File: src/rtl/add_seq_pkg.sv
// Shared definitions for the byte-serial add/subtract sequencer.
package add_seq_pkg;

    typedef enum logic [1:0] {
        IDLE = 2'd0,
        RUN  = 2'd1,
        DONE = 2'd2
    } state_t;

    // Byte-index width; never below 1 so the index register always exists.
    function automatic int idx_w(input int nbytes);
        return (nbytes <= 2) ? 1 : $clog2(nbytes);
    endfunction

endpackage

File: src/rtl/adder_8bit.sv
// 8-bit ripple-carry adder slice, purely combinational.
// Latency: 0 cycles. Backpressure: none.
// Critical path is the 8-stage carry ripple.
module adder_8bit (
    input  logic [7:0] a,
    input  logic [7:0] b,
    input  logic       cin,
    output logic [7:0] sum,
    output logic       cout
);

    logic [8:0] c;

    always_comb begin
        c    = '0;
        sum  = '0;
        c[0] = cin;
        for (int i = 0; i < 8; i++) begin
            sum[i]   = a[i] ^ b[i] ^ c[i];
            c[i + 1] = (a[i] & b[i]) | (c[i] & (a[i] ^ b[i]));
        end
        cout = c[8];
    end

endmodule

File: src/rtl/add_seq_ctrl.sv
// Multi-precision add/sub: one shared 8-bit slice walked LSB-first over NBYTES cycles.
// Latency: NBYTES+1 cycles from start to the one-cycle done pulse.
// Backpressure: none; start is accepted only in IDLE or DONE, ignored while busy.
module add_seq_ctrl
    import add_seq_pkg::*;
#(
    parameter int NBYTES = 4
) (
    input  logic                  clk,
    input  logic                  rst,
    input  logic                  start,
    input  logic                  sub,
    input  logic                  cin,
    input  logic [8*NBYTES-1:0]   a,
    input  logic [8*NBYTES-1:0]   b,
    output logic                  busy,
    output logic                  done,
    output logic [8*NBYTES-1:0]   sum,
    output logic                  cout,
    output logic                  ovf
);

    localparam int W  = 8 * NBYTES;
    localparam int IW = idx_w(NBYTES);
    localparam logic [IW-1:0] LAST = IW'(NBYTES - 1);

    state_t          state;
    state_t          state_nxt;
    logic [W-1:0]    a_r;
    logic [W-1:0]    b_r;
    logic            carry_r;
    logic [IW-1:0]   idx;
    logic            accept;
    logic            last;
    logic [IW+2:0]   bit_base;
    logic [7:0]      a_byte;
    logic [7:0]      b_byte;
    logic [7:0]      add_sum;
    logic            add_cout;

    assign accept   = start && ((state == IDLE) || (state == DONE));
    assign last     = (state == RUN) && (idx == LAST);
    assign bit_base = {idx, 3'b000};
    assign a_byte   = a_r[bit_base +: 8];
    assign b_byte   = b_r[bit_base +: 8];

    adder_8bit u_adder (
        .a    (a_byte),
        .b    (b_byte),
        .cin  (carry_r),
        .sum  (add_sum),
        .cout (add_cout)
    );

    always_ff @(posedge clk) begin
        if (rst) begin
            state <= IDLE;
        end else begin
            state <= state_nxt;
        end
    end

    always_comb begin
        state_nxt = state;
        case (state)
            IDLE:    state_nxt = start ? RUN : IDLE;
            RUN:     state_nxt = (idx == LAST) ? DONE : RUN;
            DONE:    state_nxt = start ? RUN : IDLE;
            default: state_nxt = IDLE;
        endcase
    end

    always_comb begin
        busy = (state == RUN);
        done = (state == DONE);
    end

    // Subtraction is A + ~B + 1, so B is inverted once at capture and the slice only adds.
    always_ff @(posedge clk) begin
        if (rst) begin
            a_r     <= '0;
            b_r     <= '0;
            carry_r <= 1'b0;
            idx     <= '0;
            sum     <= '0;
            cout    <= 1'b0;
            ovf     <= 1'b0;
        end else if (accept) begin
            a_r     <= a;
            b_r     <= sub ? ~b : b;
            carry_r <= sub ? 1'b1 : cin;
            idx     <= '0;
            sum     <= '0;
        end else if (state == RUN) begin
            sum[bit_base +: 8] <= add_sum;
            carry_r            <= add_cout;
            idx                <= last ? '0 : idx + 1'b1;
            if (last) begin
                cout <= add_cout;
                ovf  <= (a_r[W-1] == b_r[W-1]) && (add_sum[7] != a_r[W-1]);
            end
        end
    end

endmodule

File: config.mk
export PLATFORM = sky130hd
export DESIGN_NAME = add_seq_ctrl
export DESIGN_NICKNAME = d
export VERILOG_FILES = /design/src/rtl/add_seq_pkg.sv /design/src/rtl/adder_8bit.sv /design/src/rtl/add_seq_ctrl.sv
export SDC_FILE = /design/constraint.sdc
export NUM_CORES = 1
export LEC_CHECK = 0
export CAP_MARGIN = 10
export CORE_UTILIZATION = 46
export CTS_CLUSTER_DIAMETER = 120
export DETAILED_ROUTE_END_ITERATION = 12
export PLACE_DENSITY_LB_ADDON = 0.3
export SYNTH_ARGS = -nofsm -noshare
export SYNTH_HDL_FRONTEND = slang
export SYNTH_SLANG_ARGS = --single-unit
File: constraint.sdc
create_clock -name clk -period 4.3 [get_ports clk]
set_clock_uncertainty 0.2 [all_clocks]
set_input_delay 0.86 -clock clk [delete_from_list [all_inputs] [get_ports clk]]
set_output_delay 0.86 -clock clk [all_outputs]
set_load 0.02 [all_outputs]
== Yosys cells after proc, flatten, opt, wreduce, memory -nomap -nowiden ==
Index checks and enable logic that the tools add are counted.

* Reductions and logical operators: 9
* Bitwise gates (word level): 42
* $add $sub $neg: 2
* Shift-type cells: 4
* Muxes and demuxes: 9
* Eq/ne operators: 5

{| class="wikitable"
|+ Operator list
! kind !! count
|-
| variable part select 32 x 6 -> 8 bit || 2
|-
| bitwise mux 32 bit || 1
|-
| two-way mux 32 bit || 1
|-
| inverter 32 bit || 1
|-
| variable shift 8 x 7 -> 32 bit (first input constant) || 1
|-
| variable part select 8 x 7 -> 32 bit || 1
|-
| bitwise AND 1 bit || 16
|-
| bitwise XOR 1 bit || 16
|-
| OR 1 bit || 8
|-
| negator 5 -> 7 bit || 1
|-
| == test 2 bit (second input constant) || 2
|-
| two-way mux 1 bit || 4
|-
| two-way mux 2 bit || 2
|-
| one-hot mux 2 bit (2 select lines) || 1
|-
| OR reduction 2 bit || 2
|-
| logical AND 1 bit || 3
|-
| AND reduction 3 bit || 1
|-
| adder 2 x 1 -> 2 bit (second input constant) || 1
|-
| == test 2 x 1 -> 1 bit (second input constant) || 1
|-
| logical NOT 2 bit || 1
|-
| nonzero test 2 bit || 1
|-
| == test 1 bit || 1
|-
| logical OR 1 bit || 1
|-
| != test 1 bit || 1
|-
| inverter 1 bit || 1
|}

* Bits of input ports: 69
* Flip-flop bits (word level): 103
* Word-level logic and storage cells: 79

== Logic depth before layout (Yosys ltp) ==
Gate-level depths: netlist of run 1.

* Word-level depth: 20
* Mapped depth: 17
* Depth with buffers taken out: 16

== Modules after synthesis ==
Synthesis of run 1 repeated with hierarchy kept, for this count alone.

* Cells, all modules: 446
* Area total of the unflattened synthesis: 4574.4 um^2

{| class="wikitable"
|+ Modules (own cells, without submodules)
! module !! times used !! cells each !! area each (um^2)
|-
| add_seq_ctrl || 1 || 428 || 4376.7
|-
| adder_8bit || 1 || 18 || 197.7
|}

== Least setup slack after synthesis of run 1 ==
Ideal clock, no wire load.

* Path kind: register to register
* Start: register idx[0]
* End: register ovf
* Slack: -0.279 ns
* Setup time: 0.078 ns
* Stages on the path, launching flop included: 18
* Clock period less this slack: 4.579 ns
* Path buffers: 1
* Arrival: 4.301 ns
* Data required time: 4.022 ns
* Path through: dfxtp_1 buf_6 mux4_2 inv_1 fa_1 fa_1 fa_1 fa_1 fa_1 inv_1 fa_1 inv_1 fa_1 inv_1 fa_1 and3b_1 a211oi_1 nor3_1

* Longest elaborated chain between the ends: 19
* Elaborated cells on any way between the ends: 37
* Those cells by class: eq/ne: 2; shift: 2; bitwise: 30; reduce/logical: 3

{| class="wikitable"
|+ Ends and longest elaborated chain
! element !! line !! RTL
|-
| start: declaration || add_seq_ctrl.sv:32 || <nowiki>logic [IW-1:0] idx;</nowiki>
|-
| start signal: assignment || add_seq_ctrl.sv:97 || <nowiki>idx <= last ? '0 : idx + 1'b1;</nowiki>
|-
| variable part select 32 x 6 -> 8 bit (on tied branches) || add_seq_ctrl.sv:44, add_seq_ctrl.sv:45 ||
|-
| bitwise XOR 1 bit || adder_8bit.sv:20 || <nowiki>c[i + 1] = (a[i] & b[i]) | (c[i] & (a[i] ^ b[i]));</nowiki>
|-
| bitwise AND 1 bit || adder_8bit.sv:20 ||
|-
| OR 1 bit || adder_8bit.sv:20 ||
|-
| bitwise AND 1 bit || adder_8bit.sv:20 ||
|-
| OR 1 bit || adder_8bit.sv:20 ||
|-
| bitwise AND 1 bit || adder_8bit.sv:20 ||
|-
| OR 1 bit || adder_8bit.sv:20 ||
|-
| (+3 left out) || - ||
|-
| OR 1 bit || adder_8bit.sv:20 ||
|-
| bitwise AND 1 bit || adder_8bit.sv:20 ||
|-
| OR 1 bit || adder_8bit.sv:20 ||
|-
| bitwise AND 1 bit || adder_8bit.sv:20 ||
|-
| OR 1 bit || adder_8bit.sv:20 ||
|-
| bitwise XOR 1 bit || adder_8bit.sv:19 || <nowiki>sum[i] = a[i] ^ b[i] ^ c[i];</nowiki>
|-
| != test 1 bit || add_seq_ctrl.sv:100 || <nowiki>ovf <= (a_r[W-1] == b_r[W-1]) && (add_sum[7] != a_r[W-1]);</nowiki>
|-
| logical AND 1 bit || add_seq_ctrl.sv:100 ||
|-
| end signal: assignment || add_seq_ctrl.sv:100 ||
|-
| end: declaration || add_seq_ctrl.sv:20 || <nowiki>output logic ovf</nowiki>
|}

Several ways; a longest one is shown, not always the timed one.
A chain may end at the register's enable or synchronous reset.

== Worst setup path in the final report of run 1 ==
* Start: register idx[0]
* End: register sum[31]

* Longest elaborated chain between the ends: 19
* Elaborated cells on any way between the ends: 43
* Those cells by class: add/sub: 1; shift: 4; mux: 1; bitwise: 37

{| class="wikitable"
|+ Ends and longest elaborated chain
! element !! line !! RTL
|-
| variable part select 32 x 6 -> 8 bit (on tied branches) || add_seq_ctrl.sv:44, add_seq_ctrl.sv:45 ||
|-
| bitwise XOR 1 bit || adder_8bit.sv:19, adder_8bit.sv:20 ||
|-
| bitwise AND 1 bit || adder_8bit.sv:20 ||
|-
| OR 1 bit || adder_8bit.sv:20 ||
|-
| bitwise AND 1 bit || adder_8bit.sv:20 ||
|-
| OR 1 bit || adder_8bit.sv:20 ||
|-
| bitwise AND 1 bit || adder_8bit.sv:20 ||
|-
| OR 1 bit || adder_8bit.sv:20 ||
|-
| (+3 left out) || - ||
|-
| OR 1 bit || adder_8bit.sv:20 ||
|-
| bitwise AND 1 bit || adder_8bit.sv:20 ||
|-
| OR 1 bit || adder_8bit.sv:20 ||
|-
| bitwise AND 1 bit || adder_8bit.sv:20 ||
|-
| OR 1 bit || adder_8bit.sv:20 ||
|-
| bitwise XOR 1 bit || adder_8bit.sv:19 ||
|-
| variable part select 8 x 7 -> 32 bit || add_seq_ctrl.sv:95 || <nowiki>sum[bit_base +: 8] <= add_sum;</nowiki>
|-
| bitwise mux 32 bit * || add_seq_ctrl.sv:95 ||
|-
| end signal: indexed assignment || add_seq_ctrl.sv:95 ||
|-
| end: declaration || add_seq_ctrl.sv:18 || <nowiki>output logic [8*NBYTES-1:0] sum,</nowiki>
|}

Mark *: on every way between the ends. The rest lies on a longest branch, timed or not.

==> impl_metrics.toml, run 1 <==
[power_and_ir_drop]
total_leakage_power_nw = 2.11
p_sw_frac = 0.260
power_frac_clock = 0.315
p_seq_frac = 0.502
switchingPower_uw = 536
internal_power_mw = 1.53
peakVddDrop_mv = 0.212
comb_power_share = 0.183
p_per_area_nw_per_um2 = 340

[timing]
worst_pin_slew_ps = 902
fmax_mhz = 230
rsz0062_at_grt = "true"
min_period_ps = 4350
final_hold_viol_count = 0
setup-tns-final_ps = -186
setup_violations = 5
finalCritPeriodShare = 1.01
relSlewSlack = 0.399
fin_ws_ps = -50.8
finalMaxSlewViolations = 0

[clock_network]
clockBufferDepth = 2
htreeDepth = 3
numClockSinks = 103
clk_pin_slew_worst_paths_ps = 90
numCtsBuffers = 9
clkLatencyLatePin_ps = 360
cts_tree = "built"
cts_root_buffer = "clkbuf_8"

[layout]
utilization = 0.618
drive_gt1_frac = 0.116
stdcell_count = 718
n_antenna_cell = 0
fillCellCount = 853
fin_area_um2 = 6070
fin_nets = 665
areaGrowthSynthToFinish_pct = 29.2

[setup_path]
cpMaxStageDelayCell = "fa_1"
path_max_fanout = 4
path_cells = "mux4_2, inv_2, fa_2, fa_2, fa_2, fa_2, fa_2, inv_2, fa_2, inv_2, fa_2, inv_2, fa_1, buf_4, buf_6, nand3_2, o22ai_1"
endpoint_kind = "register"
reg2reg_from = "idx[0]$_SDFFE_PP0P_"
cp_common_cell = "fa_2"
reg2reg_slack_ps = -50
required_ps = 4350
slowest_delay_ps = 440
r2r-end = "sum[31]$_SDFFE_PP0P_"
crit_path_end = "sum[31]$_SDFFE_PP0P_"
crit_arrival_ps = 4400
crit_start = "idx[0]$_SDFFE_PP0P_"
critPathLaunchType = "register"
path_class = "reg2reg"
ff2ff_path_depth = 17

[min_path]
hold_class = "reg2reg"

[synthesis]
syn_nets = 574
synth_cells = 491
synth.yosys.seq_area_share = 0.439
yosysUniqueCellTypes = 33
synth_area_um2 = 4700
ys_ff_latch = 103
syn_area_per_cell_um2 = 9.57
yosys_warnings = 0

[grt]
antenna_found_initial = 0
grt.total_usage = 0.226
grt_max_degree = 72
overflow = 0
grt_pass1_vias = 3726
grt_pass1_wl_mm = 18.3

[floorplan]
die_x_um = 103
num_rows = 36
die_h_um = 103
start_util = 0.478
fp.coreArea_um2 = 9820
die-area_um2 = 10600
io_pins = 105

[placement]
placed_area_um2 = 5800
place_hpwl_mm = 8.09
portBuffers = 104
gp_congestion = 0.835
placedCellCount = 703

[route]
vias = 3775
initialDrtViolationCount = 151
vias_per_cell = 5.26
ant_nets = 0
wl_mm = 11.0
dr.pass1.iters = 4
wl_per_cell_um = 15.3
drc = 0

[status]
violations = "negative setup slack"
status = "finished with violations"

[run]
cap_viol_max_count = 0
## power groups by stage
stage | combinational, mW | sequential (mW) | clock, mW
floorplan | 0.231 | 1.05 | 0
global placement | 0.358 | 1.06 | 0
detailed placement | 0.366 | 1.06 | 0
CTS | 0.371 | 1.04 | 0.655
global route | 0.416 | 1.04 | 0.695
finish | 0.378 | 1.04 | 0.649
## flip-flops by register name, summed over array words and instances, names as in the netlist
name     cells
a_r         32
b_r         32
carry_r      1
cout         1
idx          2
ovf          1
state        2
sum         32
## critical path, delay by kind of cell (launching register included)
kind	cells	cell delay, ps
fa+ha+maj	8	2720
buf+inv	6	490
flops	1	370
mux	1	340
simple gates	1	70
compound gates	1	60
## final cells by class
type | instances | area [um2] | share of cell area
timing repair buffer | 113 | 1110 | 0.184
clock buffer | 11 | 141 | 0.0233
multi-input combinational | 303 | 2320 | 0.382
inverter | 52 | 195 | 0.0322
sequential | 103 | 2070 | 0.340
clock inverter | 3 | 68.8 | 0.0113
tap | 133 | 166 | 0.0274
## cell usage after synthesis, drive strengths merged
master / n / area share
ha: 6 / 0.016
nor2b: 2 / 0.0027
nand2: 73 / 0.058
buf: 24 / 0.032
xnor2: 32 / 0.060
a211oi: 35 / 0.057
a21oi: 34 / 0.036
mux4: 16 / 0.079
o21a: 1 / 0.0016
o32ai: 25 / 0.047
nor2: 37 / 0.030
a311oi: 1 / 0.0019
and3b: 4 / 0.0075
inv: 52 / 0.042
nand3: 7 / 0.012
dfxtp: 103 / 0.44
o22ai: 8 / 0.011
nor3: 1 / 0.0011
nand3b: 6 / 0.0096
or3: 1 / 0.0013
fa: 8 / 0.034
nand4: 3 / 0.0080
nand4b: 1 / 0.0032
nand2b: 2 / 0.0043
clkbuf: 9 / 0.0072
## kinds of logic (layout without fill, tap and decap cells)
family	after synthesis	after routing	synth area share
AO/OA/AOI/OAI	104	104	0.154
XOR/XNOR	32	32	0.0597
adder cells (fa/ha/maj)	14	14	0.0501
buffers and inverters	85	179	0.0807
flip-flops	103	103	0.439
multiplexers	16	16	0.0791
AND/OR/NAND/NOR	137	137	0.138
## what timing repair did
| action | 4_1_cts | 5_1_grt |
|---|---|---|
| gates resized for setup | 8 | 9 |
| endpoints found under the setup margin | 3 | 5 |
| hold buffers | 0 | 0 |
| pin swaps | 7 | 4 |
| setup buffers | 0 | 1 |
## worst min path at each step
stage | start | to | slack [ps] | cells past startpoint
3_5_place_dp | a_r[7]$_SDFFE_PP0P_ | a_r[7]$_SDFFE_PP0P_ | 250 | 2
3_3_place_gp | a_r[23]$_SDFFE_PP0P_ | a_r[23]$_SDFFE_PP0P_ | 240 | 2
6_report | a_r[7]$_SDFFE_PP0P_ | a_r[7]$_SDFFE_PP0P_ | 260 | 2
4_1_cts | a_r[7]$_SDFFE_PP0P_ | a_r[7]$_SDFFE_PP0P_ | 260 | 2
2_1_floorplan | a_r[15]$_SDFFE_PP0P_ | a_r[15]$_SDFFE_PP0P_ | 230 | 2
5_1_grt | a_r[7]$_SDFFE_PP0P_ | a_r[7]$_SDFFE_PP0P_ | 280 | 2
## placed cells by master (no fill, tap or decap), drive strengths merged, types with 2 or more instances in the layout
| cell type | Yosys | final |
|---|---|---|
| ha | 6 | 6 |
| and3b | 4 | 4 |
| inv | 52 | 52 |
| o22ai | 8 | 8 |
| bufinv | 0 | 2 |
| mux4 | 16 | 16 |
| nand2b | 2 | 2 |
| a21oi | 34 | 34 |
| o32ai | 25 | 25 |
| nor2b | 2 | 2 |
| nand3b | 6 | 6 |
| nor2 | 37 | 37 |
| xnor2 | 32 | 32 |
| buf | 24 | 11 |
| nand4 | 3 | 3 |
| nand2 | 73 | 73 |
| a211oi | 35 | 35 |
| clkdlybuf4s50 | 0 | 102 |
| clkbuf | 9 | 11 |
| fa | 8 | 8 |
| nand3 | 7 | 7 |
| dfxtp | 103 | 103 |
## routing by layer
| metal | global-route usage | vias up | part of all wire |
|---|---|---|---|
| li1 | - | 1868 | - |
| met1 | 0.292 | 1797 | 0.45 |
| met2 | 0.377 | 96 | 0.49 |
| met3 | 0.0346 | 14 | 0.041 |
| met5 | 0 | - | 0 |
| met4 | 0.0997 | 0 | 0.014 |
## metrics by stage
| stage | setup slack [ps] | hold WS [ps] | total power, mW |
|---|---|---|---|
| final | -50.8 | 256 | 2.06 |
| after global routing | -239 | 276 | 2.15 |
| after CTS | -39.2 | 257 | 2.06 |
| after detailed placement | -100 | 245 | 1.42 |
| after global placement | -17.1 | 240 | 1.41 |
| after floorplan | -120 | 232 | 1.28 |
Power figures use the tool's default switching activity.
==> run 2, diff against run 1 <==
Settings changed: CORE_ASPECT_RATIO from default to 0.8, RECOVER_POWER from default to 25.
==> run 2 against run 1 <==
Effect of this change:
- the run ends with max-capacitance violations, max-slew violations left
- critical path type unchanged
- clock power rose by 26%
- sequential share of layout area is 0.070 points lower
- first-iteration DRC count grew 100%
- setup slack improved by 75 ps
- sequential power about the same
- die area about the same
- largest cell class unchanged
- worst hold slack got worse by 4.2 ps
- maximum frequency up 1.8%
- flip-flop and latch count unchanged
- core utilization increased by 0.44 points
- via count increased by 1.8%
- critical path depth shrank 1
==> impl_metrics.toml, run 2 (same netlist as run 1, synthesis figures left out) <==
[route]
wl_mm = 10.8
wl_per_cell_um = 15.0
drc = 0
dr.pass1.iters = 5
vias_per_cell = 5.31
initialDrtViolationCount = 307
vias = 3842
ant_nets = 0

[grt]
grt_pass1_wl_mm = 17.8
grt_max_degree = 99
grt_pass1_vias = 3612
grt.total_usage = 0.219
antenna_found_initial = 0
overflow = 0

[clock_network]
htreeDepth = 3
cts_root_buffer = "clkbuf_16"
numClockSinks = 103
cts_setup_buffers = 0
numCtsBuffers = 9
clockBufferDepth = 2
clkLatencyLatePin_ps = 340
clk_pin_slew_worst_paths_ps = 70
cts_tree = "built"
ctsHoldBuffers = 0

[status]
status = "finished with violations"
violations = "max-capacitance violations, max-slew violations"

[min_path]
holdPathStages = 2
hold_class = "reg2reg"

[layout]
n_antenna_cell = 0
fin_area_um2 = 6080
utilization = 0.623
layout_commonest_cell = "dfxtp_1"
drive_gt1_frac = 0.0988
largestRegisters = "a_r (32), b_r (32), sum (32)"
fin_nets = 665
final_cell_mix = "102 x dfxtp_1, 78 x clkdlybuf4s50_1, 73 x nand2_1"
areaGrowthSynthToFinish_pct = 29.5

[placement]
placed_area_um2 = 5800
place_ws_ps = -87.0
portBuffers = 104
gp_congestion = 0.800
place_hpwl_mm = 7.91

[setup_path]
reg2reg_slack_ps = 20
critPathLaunchType = "register"
path_max_fanout = 4
slowest_delay_ps = 450
endpoint_kind = "register"
ff2ff_path_depth = 16
path_class = "reg2reg"
crit_arrival_ps = 4340
required_ps = 4370
path_cells = "mux4_1, inv_1, fa_2, fa_2, fa_2, fa_2, fa_2, inv_2, fa_2, inv_2, fa_2, inv_2, fa_1, and3b_1, a211oi_1, nor3_1"
cp_common_cell = "fa_2"
cpMaxStageDelayCell = "fa_1"

[timing]
final_hold_viol_count = 0
fmax_mhz = 234
relSlewSlack = -0.162
finalMaxSlewViolations = 99
rsz0062_at_grt = "true"
min_period_ps = 4280
finalCritPeriodShare = 0.994
fin_ws_ps = 24.5
setup_violations = 0
worst_pin_slew_ps = 1740
setup-tns-final_ps = 0

[power_and_ir_drop]
p_sw_frac = 0.255
power_mw = 2.22
p_seq_frac = 0.469
p_per_area_nw_per_um2 = 364
switchingPower_uw = 565
peakVddDrop_mv = 0.187
total_leakage_power_nw = 2.16
internal_power_mw = 1.65
power_frac_clock = 0.368
comb_power_share = 0.163

[floorplan]
die_x_um = 115
num_rows = 32
die-area_um2 = 10600
io_pins = 105
start_util = 0.481
die_h_um = 92.4
fp.coreArea_um2 = 9770

[run]
cap_viol_max_count = 1
==> run 2: final cells by class <==
cell class | count | area [um2]
clock inverters | 4 | 55.1
inverters | 52 | 195
fillers | 874 | 3690
multi-input cells | 303 | 2260
well taps | 136 | 170
clock buffers | 12 | 246
repair buffers | 113 | 1090
flip-flops and latches | 103 | 2070
==> run 2: timing repair <==
item,4_1_cts,5_1_grt
gates resized for setup,8,0
pin swaps,7,6
endpoints found under the setup margin,2,5
==> run 2: power groups by stage <==
stage,registers (mW),logic [mW],clock network (mW)
floorplan,1.05,0.231,0
global placement,1.06,0.355,0
detailed placement,1.06,0.361,0
CTS,1.04,0.366,0.829
global route,1.04,0.396,0.868
finish,1.04,0.362,0.815
==> run 2: per-layer routing <==
layer	track usage	vias to the layer above	wire [um]
li1	-	1874	-
met1	0.303	1796	5030
met2	0.345	157	4890
met3	0.0419	15	747
met4	0.0682	0	170
met5	0	-	0
==> run 2: worst paths after layout <==
check                              to                start
setup / recovery     ovf$_SDFFE_PP0P_  idx[0]$_SDFFE_PP0P_
hold / removal    sum[4]$_SDFFE_PP0P_  sum[4]$_SDFFE_PP0P_
setup reg to reg     ovf$_SDFFE_PP0P_  idx[0]$_SDFFE_PP0P_
hold reg to reg   sum[4]$_SDFFE_PP0P_  sum[4]$_SDFFE_PP0P_
==> run 2: critical path: cells and delay by family, from the launching register on <==
family	cells	cell delay, ps
adder cells (fa/ha/maj)	8	2710
AO/OA/AOI/OAI	1	50
buffers and inverters	4	210
AND/OR/NAND/NOR	2	340
flip-flops	1	360
multiplexers	1	320
==> run 2: stage by stage <==
step / instances / hold slack (ps)
global placement: 707 / 243
detailed placement: 707 / 244
floorplan: 491 / 232
finish: 723 / 252
global route: 723 / 271
CTS: 723 / 253
==> run 3, diff against run 2 <==
Settings changed: SKIP_LAST_GASP from default to 1, SLEW_MARGIN from default to 5.
==> run 3 against run 2 <==
Effect of this change:
- the run still ends with max-capacitance violations, max-slew violations left
- critical path depth did not move
- final area did not move
- first-iteration DRC count did not move
- worst hold slack barely moved
- clock-buffer cell count did not move
- via count did not move
- sequential power barely moved
- core utilization did not move
- global-route usage did not move
- maximum frequency barely moved
==> impl_metrics.toml, run 3 (same netlist as run 1, synthesis figures left out) <==
[layout]
fillCellCount = 874
drive_gt1_frac = 0.0954
largestRegisters = "a_r (32), b_r (32), sum (32)"
final_cell_mix = "102 x dfxtp_1, 78 x clkdlybuf4s50_1, 73 x nand2_1"
areaGrowthSynthToFinish_pct = 29.5
fin_nets = 665
n_antenna_cell = 0
layout_commonest_cell = "dfxtp_1"

[min_path]
worstHoldEndpoint = "sum[4]$_SDFFE_PP0P_"
worstHoldStart = "sum[4]$_SDFFE_PP0P_"
holdPathStages = 2
hold_class = "reg2reg"

[route]
wl_mm = 10.8
ant_nets = 0
dr.pass1.iters = 5
drc = 0
vias = 3842
initialDrtViolationCount = 307
vias_per_cell = 5.31
wl_per_cell_um = 15.0

[grt]
grt_max_degree = 99
grt_pass1_vias = 3612
antenna_found_initial = 0
grt_pass1_wl_mm = 17.8
overflow = 0
grt.total_usage = 0.219

[clock_network]
numClockSinks = 103
clockBufferDepth = 2
cts_root_buffer = "clkbuf_16"
htreeDepth = 3
numCtsBuffers = 9
clkLatencyLatePin_ps = 340
cts_tree = "built"
clk_pin_slew_worst_paths_ps = 70
cts_setup_buffers = 0

[power_and_ir_drop]
p_per_area_nw_per_um2 = 364
total_leakage_power_nw = 2.16
power_mw = 2.22
peakVddDrop_mv = 0.187

[floorplan]
fp.coreArea_um2 = 9770
die_x_um = 115
num_rows = 32
io_pins = 105
start_util = 0.481
die-area_um2 = 10600
die_h_um = 92.4

[run]
cap_viol_max_count = 1

[timing]
fmax_mhz = 234
final_hold_viol_count = 0
relSlewSlack = -0.160
finalCritPeriodShare = 0.995
finalMaxSlewViolations = 99
rsz0062_at_grt = "true"
worst_pin_slew_ps = 1740
setup_violations = 0
fin_ws_ps = 23.6
min_period_ps = 4280

[setup_path]
reg2reg_from = "idx[0]$_SDFFE_PP0P_"
r2r-end = "ovf$_SDFFE_PP0P_"
path_max_fanout = 4
endpoint_kind = "register"
reg2reg_slack_ps = 20
crit_arrival_ps = 4340
critPathLaunchType = "register"
ff2ff_path_depth = 16
path_class = "reg2reg"
required_ps = 4370

[placement]
place_ws_ps = -87.0
place_hpwl_mm = 7.91
gp_congestion = 0.800
portBuffers = 104

[status]
violations = "max-capacitance violations, max-slew violations"
status = "finished with violations"
run 3: changes by cell type in the layout (fill, tap and decap cells not counted):
cell | previous run | this run
inv_2 | 5 | 3
inv_1 | 47 | 49
run 3: where the power goes:
part           leakage [nW]  switching [mW]  internal, mW
Clock                 0.143           0.346         0.470
Sequential            0.844          0.0337          1.01
Combinational          1.17           0.184         0.176
Total                  2.16           0.564          1.65
run 3: timing repair:
item | 4_1_cts | 5_1_grt
pin swaps | 7 | 6
endpoints found under the setup margin | 2 | 5
hold buffers | 0 | 0
resized for setup | 6 | 0
run 3: final cells by class:
cell class | instances | area (um2) | area share
inverter | 52 | 195 | 0.0321
multi-input combinational | 303 | 2260 | 0.371
clock inverter | 4 | 55.1 | 0.00905
tap | 136 | 170 | 0.0280
sequential | 103 | 2070 | 0.340
clock buffer | 12 | 246 | 0.0405
timing repair buffer | 113 | 1090 | 0.180
run 3: per-layer routing:
layer | wire (um) | up-vias | GRT usage
met1 | 5030 | 1802 | 0.303
met5 | 0 | - | 0
met3 | 777 | 13 | 0.0419
met4 | 167 | 0 | 0.0682
met2 | 4870 | 155 | 0.345
li1 | - | 1872 | -
run 3: worst max-delay path by stage:
stage                       end                start  slack, ps
2_1_floorplan  ovf$_SDFFE_PP0P_  idx[0]$_SDFFE_PP0P_       -120
3_3_place_gp   ovf$_SDFFE_PP0P_  idx[0]$_SDFFE_PP0P_        -20
3_5_place_dp   ovf$_SDFFE_PP0P_  idx[0]$_SDFFE_PP0P_        -90
4_1_cts        ovf$_SDFFE_PP0P_  idx[0]$_SDFFE_PP0P_        -30
5_1_grt        ovf$_SDFFE_PP0P_  idx[0]$_SDFFE_PP0P_       -130
6_report       ovf$_SDFFE_PP0P_  idx[0]$_SDFFE_PP0P_         20
run 3: worst max-delay path: stages, from the launching register on:
cell	delay (ps)
dfxtp_4	360
mux4_1	320
inv_1	50
fa_2	370
fa_2	370
fa_2	340
fa_2	340
fa_2	340
inv_2	60
fa_2	170
inv_1	50
fa_2	330
inv_2	60
fa_1	450
and3b_1	240
a211oi_1	50
nor3_1	120
run 3: through the flow:
stage / setup TNS (ps) / instances / utilization / cell area (um2) / hold slack, ps
floorplan: -120 / 491 / - / 4710 / 232
global placement: -16.1 / 707 / 0.594 / 5800 / 243
detailed placement: -89.5 / 707 / 0.594 / 5800 / 244
CTS: -25.4 / 723 / 0.626 / 6110 / 253
global route: -480 / 723 / 0.623 / 6080 / 271
finish: 0 / 723 / 0.623 / 6080 / 252
